[src/rtl/zc_pkg.sv]
// Shared state encoding and default widths/amplitude for the zero-crossing detector.
package zc_pkg;

  typedef enum logic [1:0] {
    ZC_UNKNOWN = 2'd0,
    ZC_LOW     = 2'd1,
    ZC_HIGH    = 2'd2
  } zc_state_t;

  localparam int ZC_DATA_W = 16;
  localparam int ZC_HOLD_W = 8;
  localparam logic signed [ZC_DATA_W-1:0] ZC_OUT_AMP = 16'sh3FFF;

endpackage

[src/rtl/zc_hold_counter.sv]
// Saturating persistence counter; o_reached means "one more qualifying sample meets max(hold_n,1)".
module zc_hold_counter
  import zc_pkg::*;
#(
  parameter int HOLD_W = ZC_HOLD_W
) (
  input  logic              clk,
  input  logic              rst,
  input  logic              i_en,
  input  logic              i_clr,
  input  logic              i_inc,
  input  logic [HOLD_W-1:0] i_hold_n,
  output logic              o_reached
);

  logic [HOLD_W-1:0] r_count;
  logic [HOLD_W-1:0] w_count_inc;
  logic [HOLD_W-1:0] w_target;

  // A hold_n that was lowered below the running count still switches on the next qualifying sample.
  always_comb begin
    w_count_inc = (r_count == '1) ? r_count : r_count + HOLD_W'(1);
    w_target    = (i_hold_n == '0) ? HOLD_W'(1) : i_hold_n;
    o_reached   = (w_count_inc >= w_target);
  end

  always_ff @(posedge clk or posedge rst) begin
    if (rst) begin
      r_count <= '0;
    end else if (i_en) begin
      if (i_clr) begin
        r_count <= '0;
      end else if (i_inc) begin
        r_count <= w_count_inc;
      end
    end
  end

endmodule

[src/rtl/zero_cross_detector.sv]
// Hysteresis comparator with persistence filter producing a square-wave stream, rise strobe and edge count.
// Optional ZC_TIMESTAMP_EN adds last_rise_ts, the valid-sample count latched on each rising edge.
module zero_cross_detector
  import zc_pkg::*;
#(
  parameter int                        DATA_W  = ZC_DATA_W,
  parameter int                        HOLD_W  = ZC_HOLD_W,
  parameter logic signed [DATA_W-1:0]  OUT_AMP = DATA_W'(ZC_OUT_AMP)
) (
  input  logic                     clk,
  input  logic                     rst,
  input  logic signed [DATA_W-1:0] S_AXIS_IN_tdata,
  input  logic                     S_AXIS_IN_tvalid,
  input  logic signed [DATA_W-1:0] thr_hi,
  input  logic signed [DATA_W-1:0] thr_lo,
  input  logic [HOLD_W-1:0]        hold_n,
  output logic signed [DATA_W-1:0] M_AXIS_OUT_tdata,
  output logic                     M_AXIS_OUT_tvalid,
  output logic                     rise_pulse,
  output logic [31:0]              edge_count
`ifdef ZC_TIMESTAMP_EN
  ,
  output logic [31:0]              last_rise_ts
`endif
);

  localparam logic signed [DATA_W-1:0] NEG_AMP = -OUT_AMP;

  zc_state_t r_state;
  zc_state_t w_state_next;

  logic                     w_rise_cond;
  logic                     w_fall_cond;
  logic                     w_hold_inc;
  logic                     w_hold_clr;
  logic                     w_hold_reached;
  logic                     w_switch;
  logic                     w_rise_evt;
  logic signed [DATA_W-1:0] r_tdata;
  logic                     r_tvalid;
  logic                     r_rise;
  logic [31:0]              r_edge_count;

  assign w_rise_cond = (S_AXIS_IN_tdata >= thr_hi);
  assign w_fall_cond = (S_AXIS_IN_tdata <= thr_lo);
  assign w_hold_inc  = S_AXIS_IN_tvalid &&
                       (((r_state == ZC_LOW) && w_rise_cond) ||
                        ((r_state == ZC_HIGH) && w_fall_cond));
  assign w_switch    = w_hold_inc && w_hold_reached;

  zc_hold_counter #(
    .HOLD_W(HOLD_W)
  ) u_hold (
    .clk      (clk),
    .rst      (rst),
    .i_en     (S_AXIS_IN_tvalid),
    .i_clr    (w_hold_clr),
    .i_inc    (w_hold_inc),
    .i_hold_n (hold_n),
    .o_reached(w_hold_reached)
  );

  // UNKNOWN resolves immediately (rise wins a tie); LOW/HIGH need the persistence count.
  always_comb begin
    w_state_next = r_state;
    w_hold_clr   = 1'b0;
    w_rise_evt   = 1'b0;
    if (S_AXIS_IN_tvalid) begin
      case (r_state)
        ZC_LOW: begin
          w_hold_clr = !w_rise_cond || w_switch;
          if (w_switch) begin
            w_state_next = ZC_HIGH;
            w_rise_evt   = 1'b1;
          end
        end
        ZC_HIGH: begin
          w_hold_clr = !w_fall_cond || w_switch;
          if (w_switch) begin
            w_state_next = ZC_LOW;
          end
        end
        default: begin
          w_hold_clr = 1'b1;
          if (w_rise_cond) begin
            w_state_next = ZC_HIGH;
          end else if (w_fall_cond) begin
            w_state_next = ZC_LOW;
          end
        end
      endcase
    end
  end

  always_ff @(posedge clk or posedge rst) begin
    if (rst) begin
      r_state <= ZC_UNKNOWN;
    end else begin
      r_state <= w_state_next;
    end
  end

  always_ff @(posedge clk or posedge rst) begin
    if (rst) begin
      r_tdata      <= '0;
      r_tvalid     <= 1'b0;
      r_rise       <= 1'b0;
      r_edge_count <= '0;
    end else begin
      r_tvalid <= S_AXIS_IN_tvalid;
      r_rise   <= w_rise_evt;
      if (w_rise_evt) begin
        r_edge_count <= r_edge_count + 32'd1;
      end
      case (w_state_next)
        ZC_HIGH: r_tdata <= OUT_AMP;
        ZC_LOW:  r_tdata <= NEG_AMP;
        default: r_tdata <= '0;
      endcase
    end
  end

  assign M_AXIS_OUT_tdata  = r_tdata;
  assign M_AXIS_OUT_tvalid = r_tvalid;
  assign rise_pulse        = r_rise;
  assign edge_count        = r_edge_count;

`ifdef ZC_TIMESTAMP_EN
  logic [31:0] r_sample_cnt;
  logic [31:0] r_last_rise_ts;

  // Latches the index of the sample that completed the rise (count of earlier valid samples).
  always_ff @(posedge clk or posedge rst) begin
    if (rst) begin
      r_sample_cnt   <= '0;
      r_last_rise_ts <= '0;
    end else begin
      if (S_AXIS_IN_tvalid) begin
        r_sample_cnt <= r_sample_cnt + 32'd1;
      end
      if (w_rise_evt) begin
        r_last_rise_ts <= r_sample_cnt;
      end
    end
  end

  assign last_rise_ts = r_last_rise_ts;
`endif

endmodule

[config.mk]
export PLATFORM = sky130hd
export DESIGN_NAME = zero_cross_detector
export DESIGN_NICKNAME = d
export VERILOG_FILES = /design/src/rtl/zc_pkg.sv /design/src/rtl/zc_hold_counter.sv /design/src/rtl/zero_cross_detector.sv
export SDC_FILE = /design/constraint.sdc
export NUM_CORES = 1
export LEC_CHECK = 0
export BUFFER_PORTS_ARGS = -buffer_cell sky130_fd_sc_hd__buf_2
export CAP_MARGIN = 20
export CORE_UTILIZATION = 35
export DETAILED_ROUTE_END_ITERATION = 6
export GPL_ROUTABILITY_DRIVEN = 0
export GPL_TIMING_DRIVEN = 0
export PLACE_DENSITY = 0.57
export SETUP_SLACK_MARGIN = 0.1
export SKIP_CTS_REPAIR_TIMING = 1
export SLEW_MARGIN = 0
export SYNTH_ARGS = -nofsm -noshare
export SYNTH_HDL_FRONTEND = slang
export SYNTH_SLANG_ARGS = --single-unit
[constraint.sdc]
create_clock -name clk -period 3.6 [get_ports clk]
set_clock_uncertainty 0.15 [all_clocks]
set_input_delay 0.18 -clock clk [delete_from_list [all_inputs] [get_ports clk]]
set_output_delay 0.18 -clock clk [all_outputs]
set_load 0.005 [all_outputs]
Word level (Yosys, flattened, before mapping) --
Index checks and enable logic that the tools add are counted.
Storage, ports and cells: register bits 60, bits of input ports 59
Operators by class: $lt $le $gt $ge 3, equality and inequality tests 5, reduce and logical (&&, ||, !) cells 12, add/sub/neg operators 2, muxes and demuxes 16
Operator list (count):
- adder 32 x 1 -> 32 bit (second input constant) | 1
- 2-to-1 mux 8 bit | 4
- one-hot mux 16 bit (2 select lines) | 1
- >= comparator 16 bit | 1
- less-or-equal comparator 16 bit | 1
- 2-to-1 mux 2 bit | 5
- adder 8 x 1 -> 8 bit (second input constant) | 1
- equality test 8 bit (second input constant) | 1
- >= comparator 8 bit | 1
- zero test 8 bit | 1
- equality test 2 x 1 -> 1 bit (second input constant) | 2
- equality test 2 bit (second input constant) | 2
- logical AND 1 bit | 4
- 2-to-1 mux 1 bit | 4
- one-hot mux 2 bit (2 select lines) | 1
- logical OR 1 bit | 3
- zero test 1 bit | 2
- one-hot mux 1 bit (2 select lines) | 1
- AND reduction 2 bit | 1
- nonzero test 2 bit | 1

Logic depth before layout (Yosys ltp) --
Gate-level depths: netlist of run 1.
depth after elaboration 10, depth in mapped cells 15

Cells and area by module --
From an unflattened synthesis of run 1, not the netlist that was laid out.
Unflattened totals: cells, all modules 409, area, all modules 3672.3 µm²
Modules (own cells, without submodules):
- zero_cross_detector | seq. area each 975.9 µm², area an instance 2847.7 µm², cells an instance 309, instances 1
- zc_hold_counter | seq. area each 200.2 µm², area an instance 824.5 µm², cells an instance 100, instances 1

Worst setup path after synthesis of run 1 --
Ideal clock, no wire load.
kind register -> register, start point register u_hold.r_count[0], end point register r_tdata[0], in the netlist M_AXIS_OUT_tdata[0], arrival time 3.261 ns, data required time 3.337 ns, cell stages (with the launch flop) 15, slack 0.076 ns, period minus slack after synthesis 3.524 ns, library setup time 0.113 ns, cells stage by stage dfrtp_1 ha_1 nand3_1 and4_1 nand3_1 xnor2_1 ha_1 a2111oi_0 o21a_1 nor3_1 o21a_4 o21a_1 or3_1 ha_1 inv_1
On the way: longest elaborated chain between the ends 9
RTL lines:
- start, declared | line zc_hold_counter.sv:16 | logic [HOLD_W-1:0] r_count;
- start signal, assigned | line zc_hold_counter.sv:34 | r_count <= w_count_inc;
- adder 8 x 1 -> 8 bit or equality test 8 bit (tied branches) | line zc_hold_counter.sv:22 | w_count_inc = (r_count == '1) ? r_count : r_count + HOLD_W'(1);
- 2-to-1 mux 8 bit * | line zc_hold_counter.sv:22
- >= comparator 8 bit * | line zc_hold_counter.sv:24 | o_reached = (w_count_inc >= w_target);
- logical AND 1 bit * | line zero_cross_detector.sv:49 | assign w_switch = w_hold_inc && w_hold_reached;
- 2-to-1 mux 2 bit, on equally long branches | line zero_cross_detector.sv:79, zero_cross_detector.sv:72
- one-hot mux 2 bit (2 select lines) * | line zero_cross_detector.sv:69 | case (r_state)
- 2-to-1 mux 2 bit * | line zero_cross_detector.sv:68 | if (S_AXIS_IN_tvalid) begin
- equality test 2 x 1 -> 1 bit or equality test 2 bit (tied branches) | line zero_cross_detector.sv:115 | case (w_state_next)
- one-hot mux 16 bit (2 select lines) * | line zero_cross_detector.sv:115
- end signal, assigned | line zero_cross_detector.sv:116 | ZC_HIGH: r_tdata <= OUT_AMP;
- end signal, assigned | line zero_cross_detector.sv:117 | ZC_LOW: r_tdata <= NEG_AMP;
- end signal, assigned | line zero_cross_detector.sv:118 | default: r_tdata <= '0;
- end, declared | line zero_cross_detector.sv:39 | logic signed [DATA_W-1:0] r_tdata;
Mark *: on every way between the ends. The rest lies on a longest branch, timed or not. A chain may end at the register's enable or synchronous reset.

Worst setup path in the final report of run 1 --
start point register u_hold.r_count[3], end point register r_tdata[0], in the netlist M_AXIS_OUT_tdata[0]
The elaborated chain is that of the path after synthesis.

==> results of run 1 <==
-- final cells by class --
type / count / area [um2] / share of cell area [%]
flip-flops and latches: 47 / 1180 / 25.7
multi-input cells: 268 / 2120 / 46.2
inverters: 52 / 195 / 4.25
clock inverters: 2 / 35.0 / 0.763
well taps: 133 / 166 / 3.62
clock buffers: 6 / 82.6 / 1.80
repair buffers: 126 / 693 / 15.1
plain buffers: 18 / 120 / 2.61
-- cell usage after synthesis (2+ instances only) --
| cell type | n |
|---|---|
| nor4_1 | 2 |
| nand2_1 | 21 |
| buf_4 | 13 |
| nor3_1 | 14 |
| nor2_1 | 28 |
| o211ai_1 | 4 |
| o21ai_0 | 7 |
| nand4_1 | 14 |
| a21oi_1 | 15 |
| o21a_1 | 4 |
| and2_1 | 2 |
| and3_1 | 7 |
| inv_1 | 52 |
| dfrtp_1 | 47 |
| xnor2_1 | 19 |
| mux2i_1 | 4 |
| nor2b_1 | 3 |
| a211oi_1 | 2 |
| or3_1 | 5 |
| o31ai_1 | 2 |
| nand3_1 | 16 |
| or4_1 | 2 |
| mux2_2 | 2 |
| a21o_1 | 5 |
| xor2_1 | 18 |
| clkbuf_1 | 2 |
| buf_2 | 3 |
| ha_1 | 45 |
| nand2b_1 | 3 |
-- cells by family (layout without fill, tap and decap cells) --
| kind of cell | count (synthesis) | in the layout |
|---|---|---|
| XOR/XNOR | 37 | 37 |
| AND/OR/NAND/NOR | 123 | 123 |
| AO/OA/AOI/OAI | 57 | 57 |
| adder cells (fa/ha/maj) | 45 | 45 |
| flip-flops | 47 | 47 |
| buffers and inverters | 70 | 204 |
| multiplexers | 6 | 6 |
-- path summary, 6_finish.rpt --
path                                  endpoint  slack [ns]
max reg2reg                M_AXIS_OUT_tdata[0]        0.03
min in group clk                edge_count[31]        0.31
min                             edge_count[31]        0.21
max                        M_AXIS_OUT_tdata[0]        0.03
max in group asynchronous        edge_count[7]        2.61
min reg2reg                     edge_count[31]        0.31
-- per-stage QoR --
step | cells | instance area, um2 | total power (W)
floorplan | 385 | 3490 | 0.00102
global placement | 626 | 4200 | 0.00121
detailed placement | 627 | 4220 | 0.00123
CTS | 635 | 4340 | 0.00164
global route | 652 | 4590 | 0.00180
finish | 652 | 4590 | 0.00167
-- sequential cells by signal, summed over array words and instances (netlist names) --
name	cells
M_AXIS_OUT_tdata	3
u_hold.r_count	8
edge_count	32
r_state	2
M_AXIS_OUT_tvalid	1
rise_pulse	1
-- worst max-delay path, cell delays in order, from the launching register on --
cell and delay, ns:
dfrtp_2 0.43, nand4_1 0.19, nor2_4 0.20, nand3_4 0.11
and4_4 0.22, nand3_4 0.10, xnor2_2 0.11, ha_1 0.27
a2111oi_2 0.38, o21a_2 0.25, nor3_4 0.05, o21a_4 0.15
o21a_1 0.19, or3_4 0.38, ha_4 0.28, inv_2 0.02
-- per-layer routing --
metal | wire, um | track usage [%] | share of wire [%]
met4 | 59 | 3.30 | 0.73
met5 | 0 | 0 | 0
met2 | 3770 | 26.4 | 46
met3 | 445 | 2.46 | 5.5
met1 | 3840 | 20.8 | 47
-- where the power goes --
group          leakage (nW)  internal [W]  switching (W)  total (W)
registers             0.617      0.000561      0.0000407   0.000602
clock network        0.0612      0.000225       0.000178   0.000403
logic                  1.84      0.000352       0.000314   0.000666
==> impl_results.md, run 1 <==
* Arrival time worst endpoint at 3.63 ns
* Hold crit path type: input port to asynchronous set/reset pin
* Area leader, netlist: dfrtp_1
* DRC errors left at 0
* Min Clock Period, post-route at 3.57 ns
* First-pass GRT wire length at 12800 um
* Core footprint at 9730 um2
* Routed wire length at 8120 um
* FF-to-FF Start: u_hold.r_count[3]
* Slew margin rel. at 60.5%
* Vias in the first global route at 2846
* Fill cells at 992
* Critical Path Start: u_hold.r_count[3]
* Largest family of logic cells by synthesized area: simple AND/OR/NAND/NOR gates
* Pre-CTS setup slack at -0.214 ns
* All-layer global routing usage at 15.5%
* Post-Synth XOR/XNOR Area at 9.29%
* Synth warn at 0
* Clock tree buffer depth at 2
* Setup violators final at 0
* P&R area growth vs syn at 31.7%
* Slew at the pin closest to its max-slew limit at 0.586 ns
* CP startpoint kind: flip-flop
* Count of cell types in the netlist at 53
* Area share of and/or/nand/nor cells after synthesis at 17.9%
* Synth top area share at 33.7%
* Status: finished clean
* Commonest non-fill, non-tap cell in the layout: buf_2
* Pre-antenna DRT Iters at 4
* Ranking of synthesized cells by area: dfrtp_1 34%, ha_1 16%, inv_1 5.6%
* Ant diodes at 0
* Most used DFF post-synth: dfrtp_1
* Synth Area in Compound Gates at 12.2%
* Syn Std Cell Area at 3490 um2
* Setup CP Type: flip-flop to flip-flop
* Number of synthesized register bits at 47
* RSZ-0062 raised after global routing: yes
* Max-Cap Viols at 0
* TritonCTS clock tree: yes
* Post-Synthesis Cells at 385
* Largest net degree at the start of global routing at 37
* DRT antenna net count at 0
* CP required at 3.66 ns
* Via count at 3136
* Die ar. at 10400 um2
* Starting Density at 35.9%
* Post-synth ARST share at 100%
* Sequential-to-total area share from yosys stat at 33.7%
* Nets@finish at 622
* Post-layout util at 47.2%
* Via density at 4.81
* PD cells at 364 nW/um2
* Syn_nets at 489
* Hold Vio Cnt, Final at 0
* Min Hold Slack at 0.209 ns
* CP Capture Type: flip-flop
* Num CTS Buffers at 5
* DRT iter0 DRCs at 49
* Post-synth EDFFs at 0
* PortBufs at 108
* Die width at 102 um
* Fin crit share at 99.2%
* R2R cell count at 15
* Global route overflow at 0
* Syn avg cell area at 9.06 um2
* CTS Root Cell: clkbuf_8
* H-Tree Depth at 2
* Peak supply drop at 0.231 mV
* Peak Freq at 0.280 GHz
* Sink Count at 47
* Crit Path Max Fanout at 6
* Clock Latency Late Sink at 0.30 ns
* Layout cells sized above 1 at 34.7%
* Cell row count at 36
* Mux cell area share after synthesis at 1.79%
* Fraction of the mapped netlist area in adder cells at 16.1%
* Count of pins over their slew limit at 0
* Leak at 2.52 nW
* Die H at 102 um
* Setup_tns at 0 ns
* Initial antenna violation count at 0
* Wire per inst at 12.4 um
* DP HPWL at 6270 um
* Clock-pin transition on the worst setup and hold timing paths at 0.09 ns
* Post-route setup slack at 0.0288 ns
* Num ports at 109
* Most frequent cells in the layout: 111 x buf_2, 50 x inv_1, 44 x dfrtp_1, 43 x ha_1, 28 x buf_4
Power figures use the tool's default switching activity.
==> run 2, diff against run 1 <==
Settings changed: CORE_MARGIN set to 1.5, CORE_UTILIZATION 35 to 25, PLACE_DENSITY 0.57 to 0.43.
==> run 2 against run 1 <==
  * Die area increased by 41%
  * Design area is 1.9% higher
  * Final cell count is 6.1% higher
  * Wire length rose by 6.6%
  * Sequential power about the same
  * Fmax shrank 0.15%
  * Combinational power decreased by 0.8%
  * Global-route usage decreased by 3.7 points
  * Count of clock-buffer cells in the layout is the same
  * Total power increased by 7.2%
  * Largest cell class unchanged
  * Largest power group unchanged
  * Highest routed layer unchanged
==> impl_results.md, run 2 (synthesis gave the netlist of run 1 again) <==
* DP HPWL at 6790 um
* Crit Path Max Fanout at 6
* Nets@finish at 619
* DP Area at 4280 um2
* Wire per inst at 12.5 um
* Slew at the pin closest to its max-slew limit at 0.547 ns
* Cell row count at 42
* P&R area growth vs syn at 34.1%
* Core footprint at 13500 um2
* All-layer global routing usage at 11.7%
* Commonest non-fill, non-tap cell in the layout: buf_2
* Hold crit path type: input port to asynchronous set/reset pin
* CP required at 3.63 ns
* Die width at 121 um
* Post-layout util at 34.8%
* Setup violators final at 0
* Die ar. at 14700 um2
* Clock tree buffer depth at 2
* First-pass GRT wire length at 14000 um
* CP startpoint kind: flip-flop
* FF-to-FF Start: u_hold.r_count[0]
* Layout cells sized above 1 at 34.1%
* Flop-to-flop setup slack at 0.02 ns
* DRT iter0 DRCs at 61
* Slew margin rel. at 63.5%
* Clock-pin transition on the worst setup and hold timing paths at 0.06 ns
* RSZ-0062 raised after global routing: yes
* PortBufs at 108
* CP Capture Type: flip-flop
* Max-Cap Viols at 0
* Most used cell, CP: nand3_2
* Count of pins over their slew limit at 0
* Slowest CP cell: dfrtp_1
* Pre-antenna DRT Iters at 4
* Fin crit share at 99.3%
* Num CTS Buffers at 5
* TritonCTS clock tree: yes
* Worst R2R End: M_AXIS_OUT_tdata[0]
* Vias in the first global route at 2987
* Clock Latency Late Sink at 0.28 ns
* Max reg flops at 32
* Status: finished clean
* Via count at 3100
* CTS Root Cell: clkbuf_16
* Hold Vio Cnt, Final at 0
* H-Tree Depth at 2
* PD cells at 383 nW/um2
* Num ports at 109
* Non-Filler Cell Area, Final at 4680 um2
* Ant diodes at 0
* Peak supply drop at 0.191 mV
* Setup CP Type: flip-flop to flip-flop
* Routed wire length at 8660 um
* Leak at 2.52 nW
* Starting Density at 25.9%
* DRT antenna net count at 0
* Die H at 121 um
* Most frequent cells in the layout: 109 x buf_2, 51 x inv_1, 45 x dfrtp_1, 43 x ha_1, 25 x buf_4
* Peak Freq at 0.280 GHz
* Global route overflow at 0
* Sink Count at 47
* Critical Path, Cell by Cell: ha_2 -> nand3_2 -> and4_4 -> nand3_2 -> xnor2_2 -> ha_4 -> nand3_1 -> o21a_2 -> or2_2 -> o22ai_1 -> a221oi_2 -> or3_1 -> ha_1 -> inv_1
* Min Clock Period, post-route at 3.58 ns
* Arrival time worst endpoint at 3.60 ns
* CP peak stage delay at 0.44 ns
* Largest net degree at the start of global routing at 35
* R2R cell count at 14
* Initial antenna violation count at 0
* Via density at 4.48
* DRC errors left at 0
==> run 2: changes by cell type in the layout (fill, tap and decap cells not counted), moves of 2 or more <==
cell / delta
nor2_1: -4
nor3_2: -2
a21oi_2: +2
buf_4: -3
clkbuf_8: -5
buf_2: -2
nand3_4: -2
clkbuf_16: +5
nor3_1: +2
nor2_4: +3
nand3_2: +2
a21oi_1: -2
==> run 2: cell type report <==
| type | count | area, um2 |
|---|---|---|
| multi-input combinational | 268 | 2110 |
| buffer | 18 | 129 |
| timing repair buffer | 123 | 671 |
| sequential | 47 | 1180 |
| fill | 1421 | 8770 |
| clock buffer | 6 | 139 |
| inverter | 52 | 195 |
| clock inverter | 2 | 35.0 |
| tap | 176 | 220 |
==> run 2: worst max path at each step <==
| stage | start | slack (ns) | endpoint |
|---|---|---|---|
| final | u_hold.r_count[0] | 0.02 | M_AXIS_OUT_tdata[0] |
| after global routing | u_hold.r_count[2] | -0.19 | M_AXIS_OUT_tdata[0] |
| after CTS | u_hold.r_count[3] | -0.24 | M_AXIS_OUT_tdata[0] |
| after detailed placement | u_hold.r_count[3] | -0.23 | M_AXIS_OUT_tdata[0] |
| after global placement | u_hold.r_count[3] | -0.18 | M_AXIS_OUT_tdata[0] |
| after floorplan | u_hold.r_count[0] | 0.14 | M_AXIS_OUT_tdata[0] |
==> run 2: critical path, delay by kind of cell (launching register included) <==
kind | cells | cell delay, ns
flip-flops | 1 | 0.44
XOR/XNOR | 1 | 0.17
AND/OR/NAND/NOR | 6 | 1.32
adder cells (fa/ha/maj) | 3 | 0.82
buffers and inverters | 1 | 0.03
AO/OA/AOI/OAI | 3 | 0.56
==> run 2: routing by layer <==
metal  share of wire, %  GRT usage [%]  vias to the layer above
met4               0.24           1.54                        0
met1                 49           16.3                     1456
met2                 46           19.4                       66
li1                   -              -                     1576
met5                  0              0                        -
met3                4.9           2.21                        2
==> run 2: metrics by stage <==
stage	instances	total power [W]	worst slack [ns]	hold slack, ns	TNS [ns]
6_report	692	0.00179	0.0234	0.270	0
5_1_grt	692	0.00193	-0.186	0.304	-0.342
4_1_cts	678	0.00178	-0.244	-0.289	-1.42
3_5_place_dp	670	0.00123	-0.227	0.0118	-1.15
3_3_place_gp	669	0.00122	-0.181	0.178	-0.505
2_1_floorplan	385	0.00102	0.142	0.0614	0
==> run 2: where the power goes <==
part	switching (W)	total [W]	leakage, nW	internal (W)
Combinational	0.000320	0.000661	1.82	0.000341
Clock	0.000185	0.000530	0.0868	0.000345
Sequential	0.0000385	0.000600	0.618	0.000561
Total	0.000543	0.00179	2.52	0.00125
